`config.mk`:
```
export PLATFORM = sky130hd
export DESIGN_NAME = mem_ctrl
export DESIGN_NICKNAME = d
export VERILOG_FILES = /design/src/rtl/mem_ctrl.sv
export SDC_FILE = /design/constraint.sdc
export NUM_CORES = 1
export LEC_CHECK = 0
export CAP_MARGIN = 5
export CORE_UTILIZATION = 52
export DETAILED_ROUTE_END_ITERATION = 6
export PLACE_DENSITY = 0.81
export SYNTH_ARGS = -nofsm -noshare
export SYNTH_HDL_FRONTEND = slang
export SYNTH_SLANG_ARGS = --single-unit
```
`constraint.sdc`:
```
create_clock -name clk -period 3.7 [get_ports clk]
set_input_delay 0.555 -clock clk [delete_from_list [all_inputs] [get_ports clk]]
set_output_delay 0.555 -clock clk [all_outputs]
set_load 0.005 [all_outputs]
```
`src/rtl/mem_ctrl.sv`:
```
// Memory controller: arbitrates ICache fetches and LSB loads/stores onto a byte-wide RAM/IO bus.
// Read of n bytes: valid in cycle n+2. Store: valid in cycle n+1 plus one cycle per IO stall. rdy low freezes all state.
module mem_ctrl (
    input  logic        clk,
    input  logic        rst,
    input  logic        rdy,
    input  logic        rollback,
    input  logic        ic_enable,
    input  logic [31:0] ic_addr,
    output logic        ic_valid,
    output logic [31:0] ic_data,
    input  logic        lsb_enable,
    input  logic        lsb_wr,
    input  logic [31:0] lsb_addr,
    input  logic [1:0]  lsb_len,
    input  logic [31:0] lsb_data,
    output logic        lsb_valid,
    output logic [31:0] lsb_result,
    input  logic [7:0]  mem_din,
    output logic [7:0]  mem_dout,
    output logic [31:0] mem_a,
    output logic        mem_wr,
    input  logic        io_buffer_full
);

    typedef enum logic [1:0] {IDLE, READ, WRITE, DONE} state_t;
    typedef enum logic {OWN_IC, OWN_LSB} owner_t;

    state_t      state;
    owner_t      owner;
    logic [31:0] base;
    logic [31:0] wdata;
    logic [31:0] rbuf;
    logic [2:0]  k;          // read: next byte to address; write: byte currently on the bus
    logic [1:0]  c;          // next read byte to capture
    logic [1:0]  n_m1;       // byte count minus one
    logic        rd_pend;    // an address of ours was driven last cycle
    logic        mem_wr_reg;

    logic [1:0]  lsb_n_m1;
    logic        accept_stall;
    logic        wr_stall;
    logic [31:0] merged;
    logic [1:0]  k_next;

    function automatic logic [7:0] pick_byte(input logic [31:0] d, input logic [1:0] idx);
        case (idx)
            2'd0:    pick_byte = d[7:0];
            2'd1:    pick_byte = d[15:8];
            2'd2:    pick_byte = d[23:16];
            default: pick_byte = d[31:24];
        endcase
    endfunction

    always_comb begin
        lsb_n_m1 = 2'd3;
        case (lsb_len)
            2'd0:    lsb_n_m1 = 2'd0;
            2'd1:    lsb_n_m1 = 2'd1;
            default: lsb_n_m1 = 2'd3;
        endcase
    end

    // The IO window is base[17:16] == 2'b11; writes there wait for buffer space.
    assign accept_stall = (lsb_addr[17:16] == 2'b11) && io_buffer_full;
    assign wr_stall     = (base[17:16] == 2'b11) && io_buffer_full;
    assign merged       = rbuf | ({24'b0, mem_din} << {c, 3'b000});
    assign k_next       = k[1:0] + 2'd1;

    // Gating by rdy keeps a held write cycle from hitting the IO buffer twice.
    assign mem_wr = mem_wr_reg & rdy;

    always_ff @(posedge clk) begin
        if (rst) begin
            state      <= IDLE;
            owner      <= OWN_IC;
            base       <= '0;
            wdata      <= '0;
            rbuf       <= '0;
            k          <= '0;
            c          <= '0;
            n_m1       <= '0;
            rd_pend    <= 1'b0;
            mem_wr_reg <= 1'b0;
            mem_a      <= '0;
            mem_dout   <= '0;
            ic_valid   <= 1'b0;
            ic_data    <= '0;
            lsb_valid  <= 1'b0;
            lsb_result <= '0;
        end else if (rdy) begin
            case (state)
                IDLE: begin
                    ic_valid   <= 1'b0;
                    lsb_valid  <= 1'b0;
                    mem_wr_reg <= 1'b0;
                    mem_a      <= '0;
                    rbuf       <= '0;
                    c          <= '0;
                    rd_pend    <= 1'b0;
                    if (!rollback && lsb_enable) begin
                        owner <= OWN_LSB;
                        base  <= lsb_addr;
                        wdata <= lsb_data;
                        n_m1  <= lsb_n_m1;
                        mem_a <= lsb_addr;
                        if (lsb_wr) begin
                            state      <= WRITE;
                            k          <= 3'd0;
                            mem_dout   <= lsb_data[7:0];
                            mem_wr_reg <= !accept_stall;
                        end else begin
                            state <= READ;
                            k     <= 3'd1;
                        end
                    end else if (!rollback && ic_enable) begin
                        owner <= OWN_IC;
                        base  <= ic_addr;
                        n_m1  <= 2'd3;
                        mem_a <= ic_addr;
                        state <= READ;
                        k     <= 3'd1;
                    end
                end
                READ: begin
                    if (rollback) begin
                        state   <= IDLE;
                        mem_a   <= '0;
                        rd_pend <= 1'b0;
                    end else begin
                        rd_pend <= 1'b1;
                        if (k <= {1'b0, n_m1}) begin
                            mem_a <= base + {29'b0, k};
                            k     <= k + 3'd1;
                        end else begin
                            mem_a <= '0;
                        end
                        if (rd_pend) begin
                            rbuf <= merged;
                            c    <= c + 2'd1;
                            if (c == n_m1) begin
                                state <= DONE;
                                if (owner == OWN_IC) begin
                                    ic_data  <= merged;
                                    ic_valid <= 1'b1;
                                end else begin
                                    lsb_result <= merged;
                                    lsb_valid  <= 1'b1;
                                end
                            end
                        end
                    end
                end
                WRITE: begin
                    // Stores ignore rollback: they are already committed.
                    if (mem_wr_reg) begin
                        if (k[1:0] == n_m1) begin
                            state      <= DONE;
                            lsb_valid  <= 1'b1;
                            mem_wr_reg <= 1'b0;
                            mem_a      <= '0;
                        end else begin
                            k          <= {1'b0, k_next};
                            mem_a      <= base + {30'b0, k_next};
                            mem_dout   <= pick_byte(wdata, k_next);
                            mem_wr_reg <= !wr_stall;
                        end
                    end else begin
                        mem_wr_reg <= !wr_stall;
                    end
                end
                DONE: begin
                    state     <= IDLE;
                    ic_valid  <= 1'b0;
                    lsb_valid <= 1'b0;
                end
                default: state <= IDLE;
            endcase
        end
    end

endmodule

```
==> flow_summary.ini, run 1 <==
[floorplanning]
die_area_um2 = 20600
top_level_ports = 221
initial_utilization = 0.533
die_w_um = 143
core_area_um2 = 19500
fp.dieH_um = 143
num_rows = 51

[global_route]
gr-total-overflow = 0
first_global_vias = 9919
grt_pass1_wl_um = 50400
antenna_found_initial = 0
grt_max_degree = 125
gr-usage-all-layers = 0.305

[power_and_ir_drop]
ir_worst_vdd_mv = 0.352
power_uw = 6200
cellPowerDensity_nw_per_um2 = 459
leakage_uw = 0.00450

[synthesis]
synthFlopType = dfxtp_1
ys_seq_area_frac = 0.412
synth_nets = 1438
ys_types = 68
syn_avg_cell_area_um2 = 7.96
yosysWarnings = 0
synthArstFlopShare = 0
synth_edf_count = 0
syn_inst = 1306
synth_area_um2 = 10400
ys_ff_latch = 214

[placed_design]
io_buffers = 220
place_congestion = 0.979
post_dp_cell_area_um2 = 12700
dp_hpwl_um = 22000

[route]
wire_per_inst_um = 18.5
postRouteAntennaNets = 0
totalWireLength_um = 32200
first_pass_iters = 7
drt-vias-per-instance = 6.09
drt_iter0_markers = 825
vias = 10600
drc = 0

[final_layout]
multi_input_comb_area_um2 = 5590
postLayoutCellArea_um2 = 13500
num_antenna_cells = 0
drive_gt1_frac = 0.0550
ff_latch_area_um2 = 4280
nFillCells = 1601
fin_util = 0.692
final_cell_mix = clkdlybuf4s50_1, nand2_1, dfxtp_1
layout_commonest_cell = clkdlybuf4s50_1
area_growth_pct = 30.0
finalNetCount = 1588

[timing]
hold_ws_ns = 0.452
slew_violations = 0
hold_violations = 0
tns_ns = 0
maxSlewHeadroom = 0.405
worstMarginPinSlew_ns = 0.892
finalSetupViolCount = 0
finalCritPeriodShare = 0.843
period_minus_slack_ns = 3.12
fin_worst_skew_ns = 0.0125
rsz0062_at_grt = false
max_clock_freq_mhz = 320

[critical_path]
critPathRequiredTime_ns = 4.11
crit_type = reg2reg
crit_start = k[0]$_SDFFE_PP0P_
arrival_ns = 3.53
worstReg2RegStart = k[0]$_SDFFE_PP0P_
crit_path_end_kind = flop
crit_fanout = 6
rrSetupSlack_ns = 0.58
startpoint_type = flop

[clocking]
numCtsBuffers = 23
clockBufferDepth = 3
clk_latency_ns = 0.53
path_clk_slew_ns = 0.07
cts.sinks = 214
cts_setup_buffers = 0
root_buffer = clkbuf_16
cts_tree = built
ctsHoldBuffers = 0
cts.repair.resized = 0
cts.htree.levels = 1

[status]
status = complete, no violations

[min_path]
hold_start = mem_a[3]$_SDFFE_PP0P_
timing.hold.worst.class = reg2reg

[job]
drv_cap = 0
## cells by family (layout without fill, tap and decap cells)
logic type | count (synthesis) | in the layout | share of synthesized area
XOR/XNOR | 27 | 27 | 0.0227
adder cells (fa/ha/maj) | 18 | 18 | 0.0231
multiplexers | 13 | 13 | 0.0128
flip-flops | 214 | 214 | 0.412
AND/OR/NAND/NOR | 515 | 515 | 0.219
buffers and inverters | 139 | 306 | 0.0532
AO/OA/AOI/OAI | 380 | 380 | 0.257
## final cells by class
class	instances	share of cell area
timing repair buffer	245	0.180
sequential	214	0.317
tap	265	0.0245
clock buffer	33	0.0498
multi-input combinational	953	0.413
inverter	19	0.00528
clock inverter	9	0.0106
## power breakdown
group / internal, uW / switching, uW / leakage (uW)
clock: 1490 / 976 / 0.000396
combinational: 521 / 658 / 0.00237
sequential: 2430 / 128 / 0.00174
## cell usage after synthesis, drive strengths merged (3+ instances only)
cell | count | area (um^2)
a22o | 8 | 70.1
a21o | 3 | 22.5
dfxtp | 214 | 4280
nand4 | 17 | 106
o21ai | 39 | 195
nor4 | 9 | 101
and2 | 11 | 68.8
o22ai | 4 | 25.0
nor3b | 3 | 22.5
and3 | 9 | 56.3
a311oi | 34 | 298
a21oi | 90 | 450
a211oi | 78 | 586
a222oi | 8 | 80.1
xnor2 | 16 | 140
and4 | 5 | 43.8
a31oi | 12 | 75.1
mux2i | 11 | 110
nor2 | 175 | 662
nor2b | 8 | 50.1
inv | 18 | 67.6
nand3 | 31 | 165
a22oi | 33 | 248
a221oi | 17 | 155
clkbuf | 84 | 315
or3 | 7 | 43.8
nor3 | 13 | 65.1
nand2 | 214 | 803
o221ai | 12 | 105
ha | 16 | 200
o31ai | 10 | 75.1
xor2 | 11 | 96.3
o211ai | 3 | 22.5
buf | 36 | 166
nand2b | 7 | 43.8
a32o | 8 | 80.1
## critical path, stage by stage (launching register included)
cell and delay, ns:
dfxtp_1 0.45, inv_1 0.17, ha_1 0.34, inv_1 0.07, fa_1 0.43, and3b_1 0.35
nand3_1 0.29, nor4_1 0.36, xnor2_1 0.16, o221ai_1 0.14, a22o_1 0.24
## routing by layer
metal	vias to the layer above	GRT usage	share of wire
met5	-	0	0
met4	0	0.118	0.033
met2	546	0.513	0.47
met1	4939	0.392	0.42
li1	5026	-	-
met3	76	0.0470	0.077
## per-stage QoR
stage	cells	worst slack, ns
after global routing	1738	0.337
after CTS	1738	0.626
final	1738	0.580
after global placement	1696	0.771
after detailed placement	1696	0.665
after floorplan	1306	1.08
## path summary, 6_finish.rpt
check	end	cells after the start
max	mem_a[28]$_SDFFE_PP0P_	10
min	mem_a[3]$_SDFFE_PP0P_	2
max reg2reg	mem_a[28]$_SDFFE_PP0P_	10
min reg2reg	mem_a[3]$_SDFFE_PP0P_	2
Note: power is estimated with default switching activity, not from simulation.
==> inputs of run 2 (changes only) <==
--- a/config.mk
+++ b/config.mk
@@ -6,9 +6,9 @@
 export NUM_CORES = 1
 export LEC_CHECK = 0
 export CAP_MARGIN = 5
-export CORE_UTILIZATION = 52
+export CORE_UTILIZATION = 47
 export DETAILED_ROUTE_END_ITERATION = 6
-export PLACE_DENSITY = 0.81
+export PLACE_DENSITY = 0.78
 export SYNTH_ARGS = -nofsm -noshare
 export SYNTH_HDL_FRONTEND = slang
 export SYNTH_SLANG_ARGS = --single-unit
==> constraint.sdc (replaced) <==
create_clock -name clk -period 2.7 [get_ports clk]
set_input_delay 0.405 -clock clk [delete_from_list [all_inputs] [get_ports clk]]
set_output_delay 0.405 -clock clk [all_outputs]
set_load 0.005 [all_outputs]
==> flow_summary.ini, run 2 (synthesized netlist as in run 1, its figures left out) <==
[status]
status = complete, no violations

[route]
drt_iter0_markers = 827
totalWireLength_um = 33100
vias = 10700
first_pass_iters = 7
postRouteAntennaNets = 0
drc = 0
drt-vias-per-instance = 6.03
wire_per_inst_um = 18.7

[clocking]
root_buffer = clkbuf_16
clockBufferDepth = 3
clk_latency_ns = 0.52
cts_tree = built
cts.sinks = 214
ctsHoldBuffers = 0
path_clk_slew_ns = 0.06
cts.htree.levels = 1
numCtsBuffers = 24

[placed_design]
place_congestion = 0.958
io_buffers = 220
post_dp_cell_area_um2 = 12900
place_ws_ns = -0.0687
dp_hpwl_um = 22700

[final_layout]
ff_latch_area_um2 = 4290
num_antenna_cells = 0
nFillCells = 1874
fin_util = 0.633
final_cell_mix = clkdlybuf4s50_1, nand2_1, dfxtp_1
finalNetCount = 1609
postLayoutCellArea_um2 = 13800
drive_gt1_frac = 0.0770
area_growth_pct = 32.4
multi_input_comb_area_um2 = 5640
layout_commonest_cell = clkdlybuf4s50_1

[global_route]
grt_max_degree = 172
gr-total-overflow = 0
grt_pass1_wl_um = 51600
gr-usage-all-layers = 0.283
antenna_found_initial = 0
first_global_vias = 10000

[timing]
tns_ns = 0
fin_ws_ns = 0.114
worstMarginPinSlew_ns = 0.772
slew_violations = 0
maxSlewHeadroom = 0.485
hold_violations = 0
finalCritPeriodShare = 0.958
fin_worst_skew_ns = 0.00993
period_minus_slack_ns = 2.59
finalSetupViolCount = 0
max_clock_freq_mhz = 387

[min_path]
min_path_cells = 2
timing.hold.worst.class = in2reg

[power_and_ir_drop]
ir_worst_vdd_mv = 0.373
cellPowerDensity_nw_per_um2 = 622
leakage_uw = 0.00461

[floorplanning]
die_w_um = 151
initial_utilization = 0.478
die_area_um2 = 22700
core_area_um2 = 21800
num_rows = 54
top_level_ports = 221
fp.dieH_um = 151

[critical_path]
crit_type = reg2reg
critPathRequiredTime_ns = 3.13
crit_fanout = 6
startpoint_type = flop
arrival_ns = 3.02
r2r_cells = 11
crit_path_end_kind = flop

[job]
drv_cap = 0
run 2: cell count changes in the layout (fill, tap and decap cells not counted), sizes merged:
cell and change:
clkinv +3, inv -1, bufinv -1, clkbuf +2, buf +20, clkinvlp -2
run 2: what timing repair did:
| item | CTS | global route |
|---|---|---|
| gates resized for setup | 3 | 12 |
| hold endpoints to repair | 0 | 0 |
| setup endpoints to repair | 5 | 12 |
| pin swaps | 0 | 7 |
| setup buffers | 0 | 1 |
run 2: final cells by class:
type,instances,share of cell area
sequential,214,0.311
clock inverter,8,0.00818
inverter,19,0.00518
clock buffer,35,0.0517
timing repair buffer,265,0.188
tap,280,0.0254
multi-input combinational,953,0.410
run 2: worst paths after layout:
check / from / end / slack (ns)
worst max-delay path: k[0]$_SDFFE_PP0P_ / mem_a[22]$_SDFFE_PP0P_ / 0.11
worst min register to register: mem_a[3]$_SDFFE_PP0P_ / mem_a[3]$_SDFFE_PP0P_ / 0.45
worst max register to register: k[0]$_SDFFE_PP0P_ / mem_a[22]$_SDFFE_PP0P_ / 0.11
worst min-delay path: rst / mem_a[2]$_SDFFE_PP0P_ / 0.19
run 2: report_power, final:
part           switching (uW)  internal, uW  leakage, uW
Sequential                174          3330      0.00174
Combinational             921           761      0.00247
Clock                    1350          2030     0.000406
Total                    2450          6120      0.00461
run 2: critical path, stage by stage (launching register included):
cell and delay, ns:
dfxtp_2 0.32, inv_2 0.09, buf_6 0.11, ha_2 0.16, inv_1 0.06, fa_2 0.36, and3b_2 0.33, nand4_1 0.21
or3_1 0.39, a21oi_1 0.13, a211oi_1 0.07, o31ai_1 0.25
run 2: through the flow:
stage	hold WS, ns	total power, uW	instances
finish	0.185	8570	1774
floorplan	0.436	4440	1306
CTS	0.166	8560	1773
detailed placement	0.445	5210	1730
global route	0.188	8900	1774
global placement	0.440	5180	1730
run 2: layer usage:
metal | track usage | vias up | wire, um
li1 | - | 5067 | -
met1 | 0.374 | 5084 | 13900
met2 | 0.479 | 481 | 15800
met3 | 0.0355 | 69 | 2610
met4 | 0.0880 | 0 | 831
met5 | 0 | - | 0
==> inputs of run 3 (changes only) <==
--- a/config.mk
+++ b/config.mk
@@ -5,10 +5,12 @@
 export SDC_FILE = /design/constraint.sdc
 export NUM_CORES = 1
 export LEC_CHECK = 0
+export ABC_AREA = 1
 export CAP_MARGIN = 5
+export CORE_ASPECT_RATIO = 0.7
 export CORE_UTILIZATION = 47
 export DETAILED_ROUTE_END_ITERATION = 6
-export PLACE_DENSITY = 0.78
+export PLACE_DENSITY = 0.77
 export SYNTH_ARGS = -nofsm -noshare
 export SYNTH_HDL_FRONTEND = slang
 export SYNTH_SLANG_ARGS = --single-unit
==> flow_summary.ini, run 3 <==
[status]
status = complete, no violations

[synthesis]
synth_most_common_cell = nand2_1
ys_seq_area_frac = 0.389
syn_avg_cell_area_um2 = 6.65
ys_ff_latch = 214
yosysTopAreaCell = dfxtp_1
syn_inst = 1653
synth_area_leaders = dfxtp_1, nand2_1, o21ai_0
synthFlopType = dfxtp_1
synth_edf_count = 0
synth_nets = 1785
synthArstFlopShare = 0
yosys-top-cells-count = nand2_1, nor2_1, dfxtp_1
yosysWarnings = 0
synth.top_cell.area_share = 0.389
ys_types = 39
synth_area_um2 = 11000

[final_layout]
finalNonFillerCells = 2165
num_antenna_cells = 0
drive_gt1_frac = 0.0653
finalNetCount = 1970
layout_commonest_cell = nand2_1
area_growth_pct = 29.8
postLayoutCellArea_um2 = 14300
final_cell_mix = nand2_1, nor2_1, clkdlybuf4s50_1

[clocking]
cts_tree = built
numCtsBuffers = 23
clockBufferDepth = 3
cts.sinks = 214
clk_latency_ns = 0.51
cts.htree.levels = 1
ctsHoldBuffers = 0
root_buffer = clkbuf_16
path_clk_slew_ns = 0.07

[power_and_ir_drop]
leakage_uw = 0.00519
p_int_uw = 6440
ir_worst_vdd_mv = 0.567
seqPwrFrac = 0.386
p_sw_frac = 0.323
p_comb_frac = 0.262
cellPowerDensity_nw_per_um2 = 666
p_clk_frac = 0.352
power.switching_uw = 3070

[floorplanning]
core_area_um2 = 22800
num_rows = 46
initial_utilization = 0.483
top_level_ports = 221
die_w_um = 185
die_area_um2 = 24000
fp.dieH_um = 130

[timing]
rsz0062_at_grt = true
fin_ws_ns = 0.166
max_clock_freq_mhz = 395
slew_violations = 0
hold_ws_ns = 0.454
hold_violations = 0
fin_worst_skew_ns = 0.0129
period_minus_slack_ns = 2.53
finalCritPeriodShare = 0.938
finalSetupViolCount = 0
worstMarginPinSlew_ns = 1.04
tns_ns = 0
maxSlewHeadroom = 0.305

[critical_path]
crit_fanout = 6
startpoint_type = flop
crit_path_end_kind = flop
crit_type = reg2reg
arrival_ns = 2.97
critPathRequiredTime_ns = 3.14

[global_route]
grt_pass1_wl_um = 57000
antenna_found_initial = 0
gr-usage-all-layers = 0.298
first_global_vias = 10800
gr-total-overflow = 0
grt_max_degree = 63

[placed_design]
place_ws_ns = 0.168
dp_hpwl_um = 26100
dp_cells = 2125
post_dp_cell_area_um2 = 13500
place_congestion = 0.988
io_buffers = 220

[job]
drv_cap = 0

[route]
wire_per_inst_um = 16.9
drc = 0
first_pass_iters = 6
drt_iter0_markers = 1403
totalWireLength_um = 36500
drt-vias-per-instance = 5.59
postRouteAntennaNets = 0
vias = 12100

[min_path]
timing.hold.worst.class = reg2reg
==> run 3: per-layer routing <==
| layer | up-vias | GRT usage | routed length (um) |
|---|---|---|---|
| li1 | 5871 | - | - |
| met1 | 5472 | 0.454 | 17200 |
| met2 | 699 | 0.434 | 14600 |
| met3 | 52 | 0.0500 | 4070 |
| met4 | 0 | 0.0661 | 695 |
| met5 | - | 0 | 0 |
==> run 3: power by group through the flow <==
stage	registers [uW]	logic (uW)	clock network (uW)
global placement	3720	2390	0
detailed placement	3720	2420	0
floorplan	3650	1420	0
CTS	3660	2440	3380
global route	3700	2720	3520
finish	3670	2490	3350
==> run 3: path summary, 6_finish.rpt <==
kind                         start                      to  slack, ns  depth (start not counted)
max reg2reg      k[0]$_SDFFE_PP0P_  mem_a[22]$_SDFFE_PP0P_       0.17                         13
min reg2reg  rbuf[11]$_SDFFE_PP0P_   rbuf[11]$_SDFFE_PP0P_       0.45                          2
max              k[0]$_SDFFE_PP0P_  mem_a[22]$_SDFFE_PP0P_       0.17                         13
min          rbuf[11]$_SDFFE_PP0P_   rbuf[11]$_SDFFE_PP0P_       0.45                          2
==> run 3: layout make-up <==
cell class	instances	area, um^2
clock buffer	29	628
clock inverter	11	169
fill	2048	8520
inverter	97	367
multi-input combinational	1248	5950
sequential	214	4290
tap	312	390
timing repair buffer	254	2480
==> run 3: what timing repair did <==
action / CTS / global route
resized for setup: 0 / 3
buffers inserted: 0 / 0
setup endpoints to repair: 0 / 12
==> run 3: through the flow <==
step           total power, uW   util
6_report                  9510  0.626
5_1_grt                   9940  0.626
4_1_cts                   9480  0.626
3_5_place_dp              6140  0.591
3_3_place_gp              6120  0.591
2_1_floorplan             5070      -
==> run 3: cell families (layout without fill, tap and decap cells) <==
logic type / Yosys count / after routing / share of synthesized area
simple gates: 798 / 798 / 0.300
buf+inv: 191 / 391 / 0.0703
flops: 214 / 214 / 0.389
fa+ha+maj: 18 / 18 / 0.0218
compound gates: 427 / 427 / 0.214
xor+xnor: 5 / 5 / 0.00398
==> run 3: worst max-delay path, cell delays in order (launching register included) <==
cell and delay (ns):
dfxtp_2 0.38, inv_1 0.07, ha_1 0.31, inv_1 0.08
fa_1 0.46, nor2_2 0.19, nand2_1 0.12, nor2_2 0.32
nand2_1 0.08, nand2_1 0.06, nand3_1 0.07, nand3_1 0.10
nand3_1 0.07, a21oi_1 0.13
